===== src/rtl/nonrestoring_divider_pkg.sv =====
// Shared definitions for the sequential non-restoring divider.
// State encodings and default width are common with the Booth multiplier.
package nonrestoring_divider_pkg;

   localparam int DIV_WIDTH = 32;

   typedef enum logic [1:0] {
      DIV_IDLE = 2'd0,
      DIV_ITER = 2'd1,
      DIV_FIX  = 2'd2
   } div_state_t;

endpackage


===== src/rtl/nonrestoring_divider_nr_div_step.sv =====
// One non-restoring iteration: shift {A,Q} left, then add or subtract M.
// Purely combinational so it can be chained for an unrolled variant.
module nr_div_step #(
   parameter int WIDTH = 32
) (
   input  logic [WIDTH:0]   i_a,
   input  logic [WIDTH-1:0] i_q,
   input  logic [WIDTH-1:0] i_m,
   output logic [WIDTH:0]   o_a,
   output logic [WIDTH-1:0] o_q
);

   logic [WIDTH:0] w_a_sh;
   logic [WIDTH:0] w_m_ext;

   assign w_a_sh  = {i_a[WIDTH-1:0], i_q[WIDTH-1]};
   assign w_m_ext = {1'b0, i_m};

   // Sign of the old partial remainder picks the operation
   assign o_a = i_a[WIDTH] ? (w_a_sh + w_m_ext) : (w_a_sh - w_m_ext);
   assign o_q = {i_q[WIDTH-2:0], ~o_a[WIDTH]};

endmodule


===== src/rtl/nonrestoring_divider.sv =====
// Sequential non-restoring divider: quotient on lo, remainder on hi.
// WIDTH iteration cycles plus one correction cycle per operation.
module nonrestoring_divider
   import nonrestoring_divider_pkg::*;
#(
   parameter int WIDTH = DIV_WIDTH
) (
   input  logic             clock,
   input  logic             clear,
   input  logic             start,
   input  logic             is_signed,
   input  logic [WIDTH-1:0] dividend,
   input  logic [WIDTH-1:0] divisor,
   output logic             busy,
   output logic             done,
   output logic             div_by_zero,
   output logic [WIDTH-1:0] lo,
   output logic [WIDTH-1:0] hi
);

   localparam int CW = $clog2(WIDTH);

   div_state_t r_state;
   div_state_t w_next;

   logic [WIDTH:0]   r_a;
   logic [WIDTH-1:0] r_q;
   logic [WIDTH-1:0] r_m;
   logic [CW-1:0]    r_cnt;
   logic             r_qneg;
   logic             r_rneg;
   logic             r_zero;
   logic             r_busy;
   logic             r_done;
   logic             r_dbz;
   logic [WIDTH-1:0] r_lo;
   logic [WIDTH-1:0] r_hi;

   logic             w_dvd_neg;
   logic             w_dvs_neg;
   logic             w_dvs_zero;
   logic [WIDTH-1:0] w_dvd_mag;
   logic [WIDTH-1:0] w_dvs_mag;
   logic [WIDTH:0]   w_step_a;
   logic [WIDTH-1:0] w_step_q;
   logic [WIDTH-1:0] w_rem;
   logic             w_last;

   assign w_dvd_neg  = is_signed & dividend[WIDTH-1];
   assign w_dvs_neg  = is_signed & divisor[WIDTH-1];
   assign w_dvs_zero = (divisor == '0);
   // -MIN wraps to MIN, which read unsigned is the correct magnitude
   assign w_dvd_mag  = w_dvd_neg ? -dividend : dividend;
   assign w_dvs_mag  = w_dvs_neg ? -divisor : divisor;
   assign w_last     = (r_cnt == CW'(WIDTH - 1));
   assign w_rem      = r_a[WIDTH] ? (r_a[WIDTH-1:0] + r_m)
                                  : r_a[WIDTH-1:0];

   nr_div_step #(
      .WIDTH (WIDTH)
   ) u_step (
      .i_a (r_a),
      .i_q (r_q),
      .i_m (r_m),
      .o_a (w_step_a),
      .o_q (w_step_q)
   );

   always_comb begin
      w_next = r_state;
      unique case (r_state)
         DIV_IDLE: if (start) w_next = w_dvs_zero ? DIV_FIX : DIV_ITER;
         DIV_ITER: if (w_last) w_next = DIV_FIX;
         DIV_FIX:  w_next = DIV_IDLE;
         default:  w_next = DIV_IDLE;
      endcase
   end

   always_ff @(posedge clock) begin
      if (clear) r_state <= DIV_IDLE;
      else       r_state <= w_next;
   end

   always_ff @(posedge clock) begin
      if (clear) begin
         r_a    <= '0;
         r_q    <= '0;
         r_m    <= '0;
         r_cnt  <= '0;
         r_qneg <= 1'b0;
         r_rneg <= 1'b0;
         r_zero <= 1'b0;
         r_busy <= 1'b0;
         r_done <= 1'b0;
         r_dbz  <= 1'b0;
         r_lo   <= '0;
         r_hi   <= '0;
      end else begin
         r_done <= 1'b0;
         unique case (r_state)
            DIV_IDLE: begin
               if (start) begin
                  r_m    <= w_dvs_mag;
                  // Raw dividend is kept for the divide-by-zero result
                  r_q    <= w_dvs_zero ? dividend : w_dvd_mag;
                  r_a    <= '0;
                  r_cnt  <= '0;
                  r_qneg <= w_dvd_neg ^ w_dvs_neg;
                  r_rneg <= w_dvd_neg;
                  r_zero <= w_dvs_zero;
                  r_busy <= 1'b1;
                  r_dbz  <= 1'b0;
               end
            end
            DIV_ITER: begin
               r_a   <= w_step_a;
               r_q   <= w_step_q;
               r_cnt <= r_cnt + CW'(1);
            end
            DIV_FIX: begin
               if (r_zero) begin
                  r_lo  <= '1;
                  r_hi  <= r_q;
                  r_dbz <= 1'b1;
               end else begin
                  r_lo <= r_qneg ? -r_q : r_q;
                  r_hi <= r_rneg ? -w_rem : w_rem;
               end
               r_done <= 1'b1;
               r_busy <= 1'b0;
            end
            default: ;
         endcase
      end
   end

   assign busy        = r_busy;
   assign done        = r_done;
   assign div_by_zero = r_dbz;
   assign lo          = r_lo;
   assign hi          = r_hi;

endmodule


===== config.mk =====
export PLATFORM = sky130hd
export DESIGN_NAME = nonrestoring_divider
export DESIGN_NICKNAME = d
export VERILOG_FILES = /design/src/rtl/nonrestoring_divider_pkg.sv /design/src/rtl/nonrestoring_divider_nr_div_step.sv /design/src/rtl/nonrestoring_divider.sv
export SDC_FILE = /design/constraint.sdc
export NUM_CORES = 1
export LEC_CHECK = 0
export CORE_UTILIZATION = 30
export CTS_BUF_LIST = sky130_fd_sc_hd__clkbuf_16
export DETAILED_ROUTE_END_ITERATION = 10
export PLACE_DENSITY = 0.46
export SLEW_MARGIN = 10
export SYNTH_ARGS = -nofsm -noshare
export SYNTH_HDL_FRONTEND = slang
export SYNTH_SLANG_ARGS = --single-unit

===== constraint.sdc =====
create_clock -name clock -period 5.7 [get_ports clock]
set_input_delay 0.855 -clock clock [delete_from_list [all_inputs] [get_ports clock]]
set_output_delay 0.855 -clock clock [all_outputs]
set_load 0.01 [all_outputs]

=== Word-level counts from Yosys, hierarchy flattened ===
Cells that the tools add are included.

* Add/sub/neg operators: 8
* Equal/unequal tests: 6
* Mux-type cells: 25
* Bitwise operators: 4
* Reductions and logical operators: 9

{| class="wikitable"
|+ Operators with widths
! kind !! number
|-
| 2-to-1 mux 32 bit || 9
|-
| negator 32 bit || 4
|-
| 2-to-1 mux 33 bit || 2
|-
| one-hot mux 33 bit (2 select lines) || 1
|-
| one-hot mux 32 bit (2 select lines) || 1
|-
| adder 33 x 32 -> 33 bit || 1
|-
| subtractor 33 x 32 -> 33 bit || 1
|-
| adder 32 bit || 1
|-
| zero test 32 bit || 1
|-
| one-hot mux 5 bit (2 select lines) || 1
|-
| AND reduction 2 bit || 4
|-
| 2-to-1 mux 2 bit || 3
|-
| inequality test 2 bit, second input constant || 3
|-
| adder 5 x 1 -> 5 bit, second input constant || 1
|-
| == test 5 bit, second input constant || 1
|-
| 2-to-1 mux 5 bit || 1
|-
| 2-to-1 mux 1 bit || 4
|-
| one-hot mux 1 bit (2 select lines) || 2
|-
| one-hot mux 2 bit (2 select lines) || 1
|-
| nonzero test 2 bit || 2
|-
| AND reduction 3 bit || 1
|-
| bitwise AND 1 bit || 2
|-
| == test 2 x 1 -> 1 bit, second input constant || 1
|-
| == test 2 bit, second input constant || 1
|-
| 3 further kinds || 3
|}

* Flip-flop bits (word level): 174
* Output and inout port bits: 67
* Logic and storage cells: 65

=== Longest topological paths before layout ===
Gate-level depths: netlist (run 1).

* Depth after elaboration: 5
* Depth in mapped cells: 21
* Depth with buffers taken out: 21

=== Hierarchy ===
Synthesis (run 1) repeated with hierarchy kept, for this count alone.

* Cell total of the unflattened synthesis: 1963
* Area, all modules: 14527.7 um^2

{| class="wikitable"
|+ Modules (own cells, without submodules)
! module !! instances !! cells an instance !! area each (um^2) !! seq. area each (um^2)
|-
| nonrestoring_divider || 1 || 1557 || 11740.0 || 3483.3
|-
| nr_div_step || 1 || 406 || 2787.7 || 0.0
|}

=== Worst setup path after synthesis (run 1) ===
Ideal clock, no wire load.

* Kind: flip-flop to flip-flop
* Start point: register r_a[32]
* End point: register r_a[30]
* Library setup time: 0.117 ns
* Data arrival time: 4.655 ns
* Setup slack: 0.928 ns
* Cell stages (with the launch flop): 21
* Buffers on the path: 6
* Clock period less this slack: 4.772 ns
* Cells stage by stage: dfxtp_1 -> clkbuf_1 -> clkbuf_8 -> clkbuf_8 -> clkbuf_8 -> clkbuf_1 -> clkbuf_1 -> nor2_1 -> xor2_1 -> ha_1 -> nor2b_1 -> o21ai_0 -> a21boi_0 -> o311ai_1 -> o21ai_0 -> a2111oi_1 -> o311ai_0 -> a31o_2 -> a21oi_1 -> xnor2_1 -> a22o_1

* Longest elaborated chain between the ends: 2

{| class="wikitable"
|+ RTL lines
! element !! line !! source
|-
| start: declaration || nonrestoring_divider.sv:26 || <nowiki>logic [WIDTH:0] r_a;</nowiki>
|-
| start signal: assignment || nonrestoring_divider.sv:116 || <nowiki>r_a <= w_step_a;</nowiki>
|-
| 2-to-1 mux 33 bit || nonrestoring_divider_nr_div_step.sv:20 || <nowiki>assign o_a = i_a[WIDTH] ? (w_a_sh + w_m_ext) : (w_a_sh - w_m_ext);</nowiki>
|-
| one-hot mux 33 bit (2 select lines) || nonrestoring_divider.sv:100 || <nowiki>unique case (r_state)</nowiki>
|}

No other way between the ends.
A chain may end at the register's enable or synchronous reset.

=== Worst setup path after layout (run 1) ===
* Start point: register r_m[2]
* End point: register r_a[30]

* Longest elaborated chain between the ends: 3
* Elaborated cells on any way between the ends: 4
* Classes of those cells: 2 x add/sub; 2 x mux

{| class="wikitable"
|+ RTL lines
! element !! line !! source
|-
| start: declaration || nonrestoring_divider.sv:28 || <nowiki>logic [WIDTH-1:0] r_m;</nowiki>
|-
| start signal: assignment || nonrestoring_divider.sv:103 || <nowiki>r_m <= w_dvs_mag;</nowiki>
|-
| subtractor 33 x 32 -> 33 bit or adder 33 x 32 -> 33 bit (tied branches) || nonrestoring_divider_nr_div_step.sv:20 ||
|-
| 2-to-1 mux 33 bit * || nonrestoring_divider_nr_div_step.sv:20 ||
|-
| one-hot mux 33 bit (2 select lines) * || nonrestoring_divider.sv:100 ||
|}

Every way passes the cells marked *; elsewhere a longest branch is shown, timed or not.

==> results of run 1 <==
-- synthesized netlist by cell type (all sizes together) (6+ instances only) --
master,number
mux2i,12
o41ai,15
ha,70
nand2,166
a311oi,12
o21a,15
a22oi,23
xnor2,105
a21o,33
or4,12
o221ai,32
o21ai,121
and2,12
nor3,38
buf,9
o31ai,39
a22o,12
nor4,14
xor2,81
o22ai,7
clkbuf,99
nor2,180
a21oi,181
nor3b,6
and3,17
or3,24
nand3,38
nand2b,15
nand4,11
a31oi,16
or2,12
inv,38
nor2b,16
o211ai,18
a31o,7
dfxtp,174
a211oi,42
-- kinds of logic (layout without fill, tap and decap cells) --
| family | Yosys count | count (layout) | synth area share (%) |
|---|---|---|---|
| buf+inv | 150 | 227 | 5.35 |
| fa+ha+maj | 72 | 72 | 6.63 |
| simple gates | 574 | 574 | 19.8 |
| xor+xnor | 187 | 187 | 12.0 |
| mux | 17 | 17 | 1.28 |
| flops | 174 | 174 | 25.2 |
| compound gates | 618 | 618 | 29.8 |
-- critical path, stage by stage (launching register included) --
cell	delay (ps)
dfxtp_1	360
or3_1	410
or3_1	360
nor3b_1	370
nand2_1	130
nor2_1	270
a21oi_1	130
xor2_1	160
ha_1	350
a21oi_1	160
o21ai_0	110
a21o_1	190
a21o_1	180
a2111oi_1	660
o311ai_0	320
a31o_2	310
a21oi_1	170
xnor2_1	80
a22o_1	190
-- report_power, final --
group / total (mW) / switching, mW / internal [mW]
sequential: 1.51 / 0.195 / 1.32
combinational: 2.47 / 1.44 / 1.03
clock: 1.26 / 0.563 / 0.696
total: 5.24 / 2.19 / 3.05
-- layer usage --
metal | GRT usage (%) | part of all wire (%)
met3 | 2.47 | 3.9
met2 | 31.1 | 44
met5 | 0 | 0
met1 | 27.4 | 51
met4 | 5.77 | 1.7
-- registers in the layout, summed over array words and instances, names as in the netlist --
signal,cells
busy,1
div_by_zero,1
done,1
hi,32
lo,32
r_a,33
r_cnt,5
r_m,32
r_q,32
r_qneg,1
r_rneg,1
r_state,2
r_zero,1
-- cells in the final DEF, fill, tap and decap left out, types with 16 or more instances in the layout --
cell type and instances:
a211oi_1 40, a21o_1 31, a21oi_1 180, a22oi_1 23
a31oi_1 16, and3_1 16, buf_4 23, clkbuf_16 17
clkdlybuf4s50_1 133, dfxtp_1 173, ha_1 70, inv_1 39
nand2_1 165, nand3_1 38, nor2_1 176, nor3_1 38
o211ai_1 18, o21ai_0 116, o221ai_1 31, o31ai_1 39
or3_1 21, xnor2_1 105, xor2_1 81
-- cell type report --
cell class	count	area, um2	area share, %
clock inverter	15	183	1.13
clock buffer	17	425	2.64
tap	600	751	4.66
timing repair buffer	156	1500	9.34
sequential	174	3480	21.6
multi-input combinational	1468	9610	59.7
inverter	39	146	0.909
-- through the flow --
| step | area (um2) | hold WS, ps | power [mW] | instances | setup WS (ps) |
|---|---|---|---|---|---|
| 6_report | 16100 | 460 | 5.24 | 2469 | 675 |
| 5_1_grt | 16100 | 477 | 5.62 | 2469 | 246 |
| 4_1_cts | 16100 | 460 | 5.28 | 2469 | 592 |
| 3_5_place_dp | 15500 | 450 | 4.00 | 2437 | 622 |
| 3_3_place_gp | 15500 | 443 | 4.00 | 2437 | 644 |
| 2_1_floorplan | 13800 | 445 | 3.40 | 1792 | 928 |
-- worst max path at each step --
| stage | start | to | slack [ps] | cells after the start |
|---|---|---|---|---|
| 2_1_floorplan | r_a[32]$_SDFFE_PP0P_ | r_a[30]$_SDFFE_PP0P_ | 930 | 20 |
| 3_3_place_gp | r_m[2]$_SDFFE_PP0P_ | r_a[30]$_SDFFE_PP0P_ | 640 | 18 |
| 6_report | r_m[2]$_SDFFE_PP0P_ | r_a[30]$_SDFFE_PP0P_ | 670 | 18 |
| 4_1_cts | r_m[2]$_SDFFE_PP0P_ | r_a[30]$_SDFFE_PP0P_ | 590 | 18 |
| 5_1_grt | r_m[2]$_SDFFE_PP0P_ | r_a[30]$_SDFFE_PP0P_ | 250 | 18 |
| 3_5_place_dp | r_m[2]$_SDFFE_PP0P_ | r_a[30]$_SDFFE_PP0P_ | 620 | 18 |
==> flow_summary_export.csv, run 1 <==
group,metric,value,unit
yosys,synth.avg_cell_area,7.71,um2
cts,cts_tree,"yes",
min_path,hp-class,"reg -> reg",
drt,ant_nets,0,
drt,wl,45900,um
floorplan,die_w,217,um
yosys,yosysWarnings,0,
grt,grt_pass1_wl,72200,um
timing,fin_skew,12.6,ps
yosys,synth-edff-count,0,
yosys,synth_area_leaders,"dfxtp_1 (25%), xnor2_1 (6.7%), a21oi_1 (6.5%)",
drt,via_per_inst,5.35,
critical_path,setup.worst_path.start_class,"flip-flop",
power_and_ir_drop,power_density,325,nW/um2
min_path,hold_depth,2,
timing,fin_crit,5030,ps
timing,worst_pin_slew,994,ps
critical_path,crit_required,6070,ps
critical_path,cp-end-kind,"flip-flop",
yosys,synth_nets,1932,
cts,h-tree-depth,4,
cts,root_buffer,"clkbuf_16",
job,drv_cap,0,
timing,finalSetupTns,0,ps
yosys,synth_area,13800,um2
placement,place_congestion,0.862,
cells_and_area,drive_above_1_share,5.94,%
cts,cts-resized-gates,0,
drt,drt-initial-drc-count,768,
floorplan,num_io_pins,135,
cts,clock-sinks,174,
cells_and_area,post-route-util,35.5,%
critical_path,reg2reg_from,"r_m[2]$_SDFFE_PP0P_",
cts,numCtsBuffers,17,
outcome,status,"completed",
cts,holdBufCountCts,0,
cts,clkLatencyLatePin,470,ps
floorplan,dieArea,46900,um2
cts,cts_setup_buffers,0,
min_path,holdPathEnd,"r_qneg$_SDFFE_PP0P_",
floorplan,start_util,30.4,%
critical_path,critPathArrivalTime,5390,ps
grt,grt_max_degree,76,
yosys,yosysTopAreaCell,"dfxtp_1",
floorplan,coreArea,45400,um2
yosys,ys.flop_type,"dfxtp_1",
min_path,min_from,"r_qneg$_SDFFE_PP0P_",
cells_and_area,num-fill-cells,4797,
critical_path,r2r_end,"r_a[30]$_SDFFE_PP0P_",
grt,grt_pass1_vias,12800,
cts,cts.reportedPaths.clkPinSlew,70,ps
cells_and_area,layout.nets,1996,
timing,slew_violations,0,
grt,antenna_found_initial,0,
placement,port_buffers,134,
yosys,synth_cells,1792,
placement,dp_hpwl,35000,um
grt,grt-ovfl-total,0,
floorplan,fp-row-count,78,
drt,dr.pass1.iters,5,
drt,routedWlPerCell,18.6,um
cells_and_area,antenna_cells,0,
drt,drc,0,
timing,fin_crit_sh,88.2,%
timing,rsz0062_at_grt,"no",
timing,hold_violations,0,
power_and_ir_drop,leakage,6.03,nW
timing,fmax,199,MHz
yosys,ys_seq_area_share,25.2,%
floorplan,fp.dieH,217,um
cells_and_area,syn_to_final_growth,16.6,%
timing,setup_viol,0,
critical_path,worst-r2r-setup-slack,670,ps
yosys,synthArstFlopShare,0,%
yosys,yosysTopAreaCellShare,25.2,%
yosys,synth-seq-cells,174,
critical_path,worstSetupPathType,"reg -> reg",
critical_path,critPathMaxFanout,6,
timing,slew-limit-headroom,33.5,%
power_and_ir_drop,ir_drop,0.178,mV
critical_path,rr_worst_depth,18,
drt,vias,13200,
grt,grt_use_total,19.6,%
cts,clockBufferDepth,2,
yosys,yosys.cell_types.count,96,
Power figures use the tool's default switching activity.
==> run 2, diff against run 1 <==
Settings changed: CORE_UTILIZATION 30 to 43, DONT_BUFFER_PORTS set to 1, PLACE_DENSITY 0.46 to 0.57.
==> run 2 against run 1 <==
Sequential power is essentially flat. Sequential cell count is the same. Worst hold slack gained 6.9 ps. Maximum frequency grew 0.98%. Critical endpoint unchanged. Largest cell class unchanged.
==> flow_summary_export.csv, run 2 (same netlist as run 1, synthesis figures left out) <==
group,metric,value,unit
outcome,status,"completed",
grt,grt-ovfl-total,0,
cells_and_area,regArea,3480,um2
cells_and_area,syn_to_final_growth,4.48,%
critical_path,critPathArrivalTime,5330,ps
cts,clock-sinks,174,
cells_and_area,layout.nets,1853,
drt,ant_nets,0,
floorplan,dieArea,32800,um2
critical_path,setup.worst_path.start_class,"flip-flop",
power_and_ir_drop,leakage,5.47,nW
cts,clkLatencyLatePin,460,ps
grt,grt_use_total,24.3,%
placement,place_inst,2096,
timing,finalSetupTns,0,ps
floorplan,fp-row-count,65,
cts,h-tree-depth,4,
floorplan,fp.dieH,181,um
floorplan,coreArea,31600,um2
cells_and_area,final_cell_mix,"a21oi_1 (180), nor2_1 (176), dfxtp_1 (173), nand2_1 (165), o21ai_0 (116)",
cts,clockBufferDepth,2,
timing,hold_violations,0,
cts,numCtsBuffers,17,
placement,port_buffers,0,
grt,grt_max_degree,130,
timing,fin_skew,13.1,ps
job,drv_cap,0,
min_path,hp-class,"reg -> reg",
timing,whs,467,ps
critical_path,worstSetupPathType,"reg -> reg",
timing,slew-limit-headroom,24.5,%
cells_and_area,multi_input_area,9610,um2
timing,fmax,201,MHz
grt,grt_pass1_wl,63800,um
power_and_ir_drop,ir_drop,0.252,mV
cells_and_area,final_cells,2128,
timing,rsz0062_at_grt,"no",
timing,setup_viol,0,
cts,holdBufCountCts,0,
timing,fin_ws,723,ps
placement,place_congestion,0.898,
drt,routedWlPerCell,18.7,um
floorplan,die_w,181,um
placement,place_ws,706,ps
cells_and_area,drive_above_1_share,5.74,%
drt,drt-initial-drc-count,1039,
critical_path,cp-end-kind,"flip-flop",
cells_and_area,layout_commonest_cell,"a21oi_1",
placement,placed_area,13800,um2
drt,vias,12700,
cts,cts-resized-gates,0,
critical_path,critPathMaxFanout,6,
critical_path,crit_required,6050,ps
power_and_ir_drop,power_density,349,nW/um2
drt,via_per_inst,5.98,
cells_and_area,top_register,"r_a",
cts,cts_tree,"yes",
cells_and_area,fin_area,14400,um2
timing,slew_violations,0,
cts,cts_setup_buffers,0,
drt,wl,39800,um
cts,cts.reportedPaths.clkPinSlew,70,ps
cells_and_area,largest_reg_flops,33,
timing,worst_pin_slew,1130,ps
timing,fin_crit_sh,87.3,%
cells_and_area,num-fill-cells,3273,
cells_and_area,antenna_cells,0,
drt,dr.pass1.iters,5,
floorplan,start_util,43.8,%
drt,drc,0,
power_and_ir_drop,total_power,5.03,mW
floorplan,num_io_pins,135,
timing,fin_crit,4980,ps
cells_and_area,post-route-util,45.7,%
placement,dp_hpwl,29900,um
cts,root_buffer,"clkbuf_16",
grt,grt_pass1_vias,11900,
grt,antenna_found_initial,0,
==> run 2: cell types whose count changed in the layout (fill, tap and decap cells not counted) <==
| cell | change |
|---|---|
| buf_4 | -10 |
| bufinv_16 | -1 |
| clkdlybuf4s50_1 | -133 |
| clkinv_1 | +2 |
| clkinv_2 | -3 |
| clkinvlp_4 | +1 |
| inv_6 | +2 |
| inv_8 | -1 |
==> run 2: critical path, stage by stage, from the launching register on <==
cell and delay, ps:
dfxtp_1 360, or3_1 400, or3_1 360, nor3b_1 340, nand2_1 120, nor2_1 280, a21oi_1 130, xor2_1 180
ha_1 350, a21oi_1 170, o21ai_0 110, a21o_1 190, a21o_1 190, a2111oi_1 640, o311ai_0 310, a31o_2 300
a21oi_1 170, xnor2_1 80, a22o_1 190
==> run 2: path summary, 6_finish.rpt <==
path,start,to,slack (ps),cells past startpoint
min reg2reg,r_q[30]$_SDFFE_PP0P_,r_q[30]$_SDFFE_PP0P_,470,2
max reg2reg,r_m[2]$_SDFFE_PP0P_,r_a[30]$_SDFFE_PP0P_,720,18
min,r_q[30]$_SDFFE_PP0P_,r_q[30]$_SDFFE_PP0P_,470,2
max,r_m[2]$_SDFFE_PP0P_,r_a[30]$_SDFFE_PP0P_,720,18
==> run 2: area by class of cell <==
| type | count | share of cell area (%) |
|---|---|---|
| Clock inverter | 15 | 1.10 |
| Timing Repair Buffer | 13 | 0.676 |
| Tap cell | 402 | 3.49 |
| Sequential cell | 174 | 24.1 |
| Multi-Input combinational cell | 1468 | 66.6 |
| Clock buffer | 17 | 2.95 |
| Inverter | 39 | 1.01 |
==> run 2: layer usage <==
metal	track usage, %	vias to the layer above	routed length, um
met5	0	-	0
met4	6.54	0	604
met3	5.14	36	2710
met2	38.9	367	17700
met1	32.8	5864	18800
li1	-	6453	-
==> run 2: where the power goes <==
part	total (mW)	switching (mW)	internal (mW)
clock network	1.19	0.540	0.651
registers	1.51	0.199	1.32
logic	2.33	1.35	0.980
==> run 3, diff against run 2 <==
==> constraint.sdc (replaced) <==
create_clock -name clock -period 5.7 [get_ports clock]
set_input_delay 0.855 -clock clock [delete_from_list [all_inputs] [get_ports clock]]
set_output_delay 0.855 -clock clock [all_outputs]
set_load 0.02 [all_outputs]
==> results of run 3 <==
Same layout as run 2 (identical final DEF). Status: completed.
